**config.mk**
```make
export PLATFORM = sky130hd
export DESIGN_NAME = mux_nx1_rr_flat
export DESIGN_NICKNAME = d
export VERILOG_FILES = /design/src/rtl/mux_nx1_rr_if.sv /design/src/rtl/mux_nx1_rr.sv /design/src/flat_wrapper.sv
export SDC_FILE = /design/constraint.sdc
export NUM_CORES = 1
export LEC_CHECK = 0
export ABC_AREA = 1
export BUFFER_PORTS_ARGS = -buffer_cell sky130_fd_sc_hd__buf_2
export CAP_MARGIN = 5
export CORE_AREA = 2 2 45 47
export DETAILED_ROUTE_END_ITERATION = 12
export DIE_AREA = 0 0 47 49
export PLACE_DENSITY = 0.8
export SKIP_LAST_GASP = 1
export SLEW_MARGIN = 20
export SYNTH_ARGS = -nofsm -noshare
export SYNTH_HDL_FRONTEND = slang
export SYNTH_SLANG_ARGS = --single-unit
```
**constraint.sdc**
```tcl
create_clock -name clk -period 3.9 [get_ports clk]
set_input_delay 0.585 -clock clk [delete_from_list [all_inputs] [get_ports clk]]
set_output_delay 0.585 -clock clk [all_outputs]
set_load 0.02 [all_outputs]
```
**src/rtl/mux_nx1_rr_if.sv**
```systemverilog
// mux_nx1_rr_if -- bundle of the channel-merge handshake signals.
//   in_data  : CHANNELS*WIDTH, channel k at [k*WIDTH +: WIDTH]
//   in_valid : per-channel valid      in_ready : per-channel ready (one-hot or zero)
//   mode     : 0 = manual via sel, 1 = round-robin
//   sel      : manual channel index
//   y/y_valid/y_ready/y_chan : registered output stream and its source channel
// master = producer/consumer side, slave = the mux.
interface mux_nx1_rr_if #(
    parameter int WIDTH    = 4,
    parameter int CHANNELS = 4
);
    localparam int SEL_W = $clog2(CHANNELS);

    logic [CHANNELS*WIDTH-1:0] in_data;
    logic [CHANNELS-1:0]       in_valid;
    logic [CHANNELS-1:0]       in_ready;
    logic                      mode;
    logic [SEL_W-1:0]          sel;
    logic [WIDTH-1:0]          y;
    logic                      y_valid;
    logic                      y_ready;
    logic [SEL_W-1:0]          y_chan;

    modport master (
        output in_data, in_valid, mode, sel, y_ready,
        input  in_ready, y, y_valid, y_chan
    );

    modport slave (
        input  in_data, in_valid, mode, sel, y_ready,
        output in_ready, y, y_valid, y_chan
    );
endinterface

```
**src/rtl/mux_nx1_rr.sv**
```systemverilog
// mux_nx1_rr -- N-to-1 registered channel multiplexer with manual or
// round-robin channel selection.
//   clk   : rising-edge clock
//   rst_n : synchronous active-low reset
//   bus   : mux_nx1_rr_if.slave (inputs in_data/in_valid/mode/sel/y_ready,
//           outputs in_ready/y/y_valid/y_chan)
// The output register is a one-entry skid-less stage: it reloads whenever it
// is empty or being drained, so back-to-back words flow at one per cycle.
module mux_nx1_rr #(
    parameter int WIDTH    = 4,
    parameter int CHANNELS = 4
) (
    input  logic          clk,
    input  logic          rst_n,
    mux_nx1_rr_if.slave   bus
);
    localparam int SEL_W = $clog2(CHANNELS);
    // Channel vectors are padded to a power of two so any SEL_W-bit index is
    // in range; padded channels read as never-valid, which is what makes an
    // out-of-range sel produce no grant.
    localparam int PAD = 1 << SEL_W;
    localparam logic [SEL_W:0]   CH_N = (SEL_W+1)'(CHANNELS);
    localparam logic [SEL_W-1:0] LAST = SEL_W'(CHANNELS - 1);

    typedef enum logic {EMPTY = 1'b0, FULL = 1'b1} state_t;

    state_t           state_q, state_d;
    logic [WIDTH-1:0] y_q, y_d;
    logic [SEL_W-1:0] y_chan_q, y_chan_d;
    logic [SEL_W-1:0] ptr_q, ptr_d;

    logic [PAD-1:0]            valid_pad;
    logic [PAD-1:0][WIDTH-1:0] data_pad;
    logic [SEL_W-1:0]          grant;
    logic                      grant_valid;
    logic [SEL_W:0]            idx;
    logic                      load_en;
    logic                      xfer;

    generate
        for (genvar k = 0; k < PAD; k++) begin : g_pad
            if (k < CHANNELS) begin : g_live
                assign valid_pad[k] = bus.in_valid[k];
                assign data_pad[k]  = bus.in_data[k*WIDTH +: WIDTH];
            end else begin : g_dead
                assign valid_pad[k] = 1'b0;
                assign data_pad[k]  = '0;
            end
        end
    endgenerate

    // Grant selection. The round-robin scan walks offsets from the far end
    // back to ptr so the last assignment is the first valid channel at or
    // after ptr in circular order.
    always_comb begin
        grant       = '0;
        grant_valid = 1'b0;
        idx         = '0;
        if (!bus.mode) begin
            grant       = bus.sel;
            grant_valid = valid_pad[bus.sel];
        end else begin
            for (int i = CHANNELS - 1; i >= 0; i--) begin
                idx = {1'b0, ptr_q} + (SEL_W+1)'(i);
                if (idx >= CH_N) idx = idx - CH_N;
                if (valid_pad[idx[SEL_W-1:0]]) begin
                    grant       = idx[SEL_W-1:0];
                    grant_valid = 1'b1;
                end
            end
        end
    end

    assign load_en = (state_q == EMPTY) || bus.y_ready;
    // rst_n gating keeps in_ready low during reset even before state is known.
    assign xfer    = rst_n && load_en && grant_valid;

    generate
        for (genvar k = 0; k < CHANNELS; k++) begin : g_rdy
            assign bus.in_ready[k] = xfer && (grant == SEL_W'(k));
        end
    endgenerate

    always_comb begin
        state_d  = state_q;
        y_d      = y_q;
        y_chan_d = y_chan_q;
        ptr_d    = ptr_q;
        if (xfer) begin
            state_d  = FULL;
            y_d      = data_pad[grant];
            y_chan_d = grant;
            if (bus.mode) ptr_d = (grant == LAST) ? '0 : grant + 1'b1;
        end else if (state_q == FULL && bus.y_ready) begin
            state_d = EMPTY;
        end
    end

    always_ff @(posedge clk) begin
        if (!rst_n) begin
            state_q  <= EMPTY;
            y_q      <= '0;
            y_chan_q <= '0;
            ptr_q    <= '0;
        end else begin
            state_q  <= state_d;
            y_q      <= y_d;
            y_chan_q <= y_chan_d;
            ptr_q    <= ptr_d;
        end
    end

    assign bus.y       = y_q;
    assign bus.y_valid = (state_q == FULL);
    assign bus.y_chan  = y_chan_q;
endmodule
```
**src/flat_wrapper.sv**
```systemverilog
// flat-port wrapper written by rule: the top's interface ports become plain ports
module mux_nx1_rr_flat 
#(
    parameter int WIDTH    = 4,
    parameter int CHANNELS = 4
)
  (clk, rst_n, bus_in_data, bus_in_valid, bus_mode, bus_sel, bus_y_ready, bus_in_ready, bus_y, bus_y_valid, bus_y_chan);
  mux_nx1_rr_if #(.WIDTH(WIDTH), .CHANNELS(CHANNELS)) bus_i ();
  input  logic clk;
  input  logic rst_n;
  input wire logic [$bits(bus_i.in_data)-1:0] bus_in_data;
  input wire logic [$bits(bus_i.in_valid)-1:0] bus_in_valid;
  input wire logic [$bits(bus_i.mode)-1:0] bus_mode;
  input wire logic [$bits(bus_i.sel)-1:0] bus_sel;
  input wire logic [$bits(bus_i.y_ready)-1:0] bus_y_ready;
  output wire logic [$bits(bus_i.in_ready)-1:0] bus_in_ready;
  output wire logic [$bits(bus_i.y)-1:0] bus_y;
  output wire logic [$bits(bus_i.y_valid)-1:0] bus_y_valid;
  output wire logic [$bits(bus_i.y_chan)-1:0] bus_y_chan;
  assign bus_i.in_data = bus_in_data;
  assign bus_i.in_valid = bus_in_valid;
  assign bus_i.mode = bus_mode;
  assign bus_i.sel = bus_sel;
  assign bus_i.y_ready = bus_y_ready;
  assign bus_in_ready = bus_i.in_ready;
  assign bus_y = bus_i.y;
  assign bus_y_valid = bus_i.y_valid;
  assign bus_y_chan = bus_i.y_chan;
  mux_nx1_rr #(.WIDTH(WIDTH), .CHANNELS(CHANNELS)) u_core (.clk(clk), .rst_n(rst_n), .bus(bus_i));
endmodule
```
==> results_dict.tcl <==
set metrics [dict create \
    grt_usage_pct 21.0 \
    layout.cells.non_filler 213 \
    die_area_um2 2300 \
    vias_per_cell 4.87 \
    clock_latency_ns 0.26 \
    cts_resized 0 \
    synth_area_per_cell_um2 5.77 \
    cts_tree "built" \
    port_buffers 36 \
    antenna_left 0 \
    yosysWarnings 0 \
    ys_ff_latch 9 \
    n_antenna_cell 0 \
    drcViolationCount 0 \
    hold_viol_final 0 \
    cts_hold_buf 0 \
    die_h_um 49 \
    fin_nets 213 \
    grt_pass1_wl_mm 3.69 \
    fin_crit_sh_pct 72.1 \
    max_slew.worst_pin.slew_ns 0.445 \
    synth_nets 174 \
    boundaryPins 37 \
    vias 1038 \
    dieWidth_um 47 \
    seq_area_frac_synth_pct 21.1 \
    cts_made_buffers 3 \
    slew_viol_final 0 \
    h-tree-depth 1 \
    wirelength_mm 2.21 \
    outcome "complete, no violations" \
    grt_pass1_vias 914 \
    post-cts-setup-buffers 0 \
    skew_ns 0.00733 \
    antenna_found_initial 0 \
    setup_ws_ns 1.09 \
    rows 16 \
    syn_area_um2 855 \
    setup_tns_ns 0 \
    worst-path-max-fanout 12 \
    grt_max_degree 13 \
    fin_hold_ws_ns 0.482 \
    cp-start-kind "flop" \
    dp.cells 209 \
    synth_cell_type_count 21 \
    worst_ep_required_time_ns 3.31 \
    dp_hpwl_mm 1.78 \
    pre_cts_ws_ns 1.40 \
    power.density_nw_per_um2 294 \
    min_path_type "reg -> reg" \
    cp.arrival_ns 2.23 \
    endpoint_kind "output port" \
    clock_sinks 9 \
    gp_congestion 0.869 \
    cts-root-buf "clkbuf_4" \
    drt_iter0_drc 44 \
    drtPass1Iterations 4 \
    layout-drive-gt1-share_pct 32.3 \
    fmax_ghz 0.356 \
    regArea_um2 180 \
    leakagePower_nw 0.633 \
    path_clk_slew_ns 0.06 \
    wl_per_cell_um 10.4 \
    r2r_slack_ns 1.86 \
    overflow 0 \
    multiInputGateArea_um2 532 \
    cap_violations 0 \
    clock_path_buffers 2 \
    fin_crit_ns 2.81 \
    fp.coreArea_um2 1840 \
    fill_cells 194 \
    start_util_pct 46.4 \
    syn_to_final_growth_pct 25.5 \
    crit_type "reg -> out" \
    ir_drop_uv 258 \
    final_util_pct 58.2 \
    rsz0062_at_grt "no" \
    setup_viol 0 \
    relSlewSlack_pct 70.3 \
    synth_cells 148 \
]
-- area by class of cell --
class                   instances  share of cell area [%]
clock buffers                   4                    2.45
well taps                      27                    3.15
inverters                      32                    11.2
multi-input cells             105                    49.6
flip-flops and latches          9                    16.8
repair buffers                 36                    16.8
-- worst max-delay path, stage by stage (launching register included) --
cell     delay, ns
dfxtp_1       0.59
inv_1         0.18
nand2_1       0.15
nand3_1       0.10
nand2_1       0.08
nand3_2       0.08
nand3_2       0.09
nand3_4       0.12
nand2_4       0.16
inv_1         0.10
nor3_1        0.12
buf_2         0.19
-- per-layer routing --
layer | global-route usage, % | wire length, µm
met1 | 29.2 | 971
met2 | 33.1 | 1080
met3 | 4.44 | 158
met4 | 3.70 | 0
met5 | 0 | 0
-- cell usage in the layout (no fill, tap or decap) --
cell type   n
o21ai_1     1
nand2_1    28
inv_2       3
nand3_2     3
nand3_1    19
nand3_4     1
nand4_1     5
inv_1      29
clkbuf_4    3
dfxtp_1     9
nor2_1     21
o21ai_2     1
o211ai_1    1
nor2_4      1
nor3_1      2
nand2_2    10
nand2_4     1
a31oi_1     1
clkbuf_1    1
buf_2      36
a21oi_1     5
nor2_2      1
o21ai_0     4
-- cells by family after synthesis --
family                 synth area share, %
AO/OA/AOI/OAI                         8.49
buffers and inverters                 16.7
flip-flops                            21.1
AND/OR/NAND/NOR                       53.7
-- final timing paths --
kind | depth (start not counted) | to | from
max | 11 | bus_in_ready[2] | u_core.ptr_q[0]
min | 2 | u_core.bus.y_valid | u_core.bus.y_valid
max reg2reg | 11 | u_core.bus.y[0] | u_core.ptr_q[0]
min reg2reg | 2 | u_core.bus.y_valid | u_core.bus.y_valid
-- synthesized netlist by cell type --
master    count  area [µm²]
inv_1        29         109
nand2_1      28         105
nor2_1       21        78.8
nand3_1      19        95.1
nand2_2      10        62.6
dfxtp_1       9         180
a21oi_1       5        25.0
nand4_1       5        31.3
o21ai_0       4        20.0
inv_2         3        11.3
nand3_2       3        30.0
buf_6         2        22.5
nor3_1        2        10.0
a31oi_1       1        6.26
nand2_4       1        11.3
nand3_4       1        17.5
nor2_2        1        6.26
nor2_4        1        11.3
o211ai_1      1        7.51
o21ai_1       1        5.00
o21ai_2       1        8.76
-- flip-flops by register name, indices dropped and copies added, names as in the netlist --
signal,count
u_core.bus.y,4
u_core.bus.y_chan,2
u_core.ptr_q,2
u_core.bus.y_valid,1
-- report_power, final --
group | leakage, nW | switching (mW) | internal [mW]
logic | 0.544 | 0.0870 | 0.0469
registers | 0.0744 | 0.00801 | 0.102
clock network | 0.0150 | 0.0322 | 0.0394
-- metrics by stage --
| step | total power, mW | instance area [µm²] |
|---|---|---|
| finish | 0.315 | 1070 |
| global route | 0.341 | 1070 |
| CTS | 0.316 | 1070 |
| detailed placement | 0.244 | 1050 |
| global placement | 0.241 | 1050 |
| floorplan | 0.208 | 855 |
Note: power is estimated with default switching activity, not from simulation.
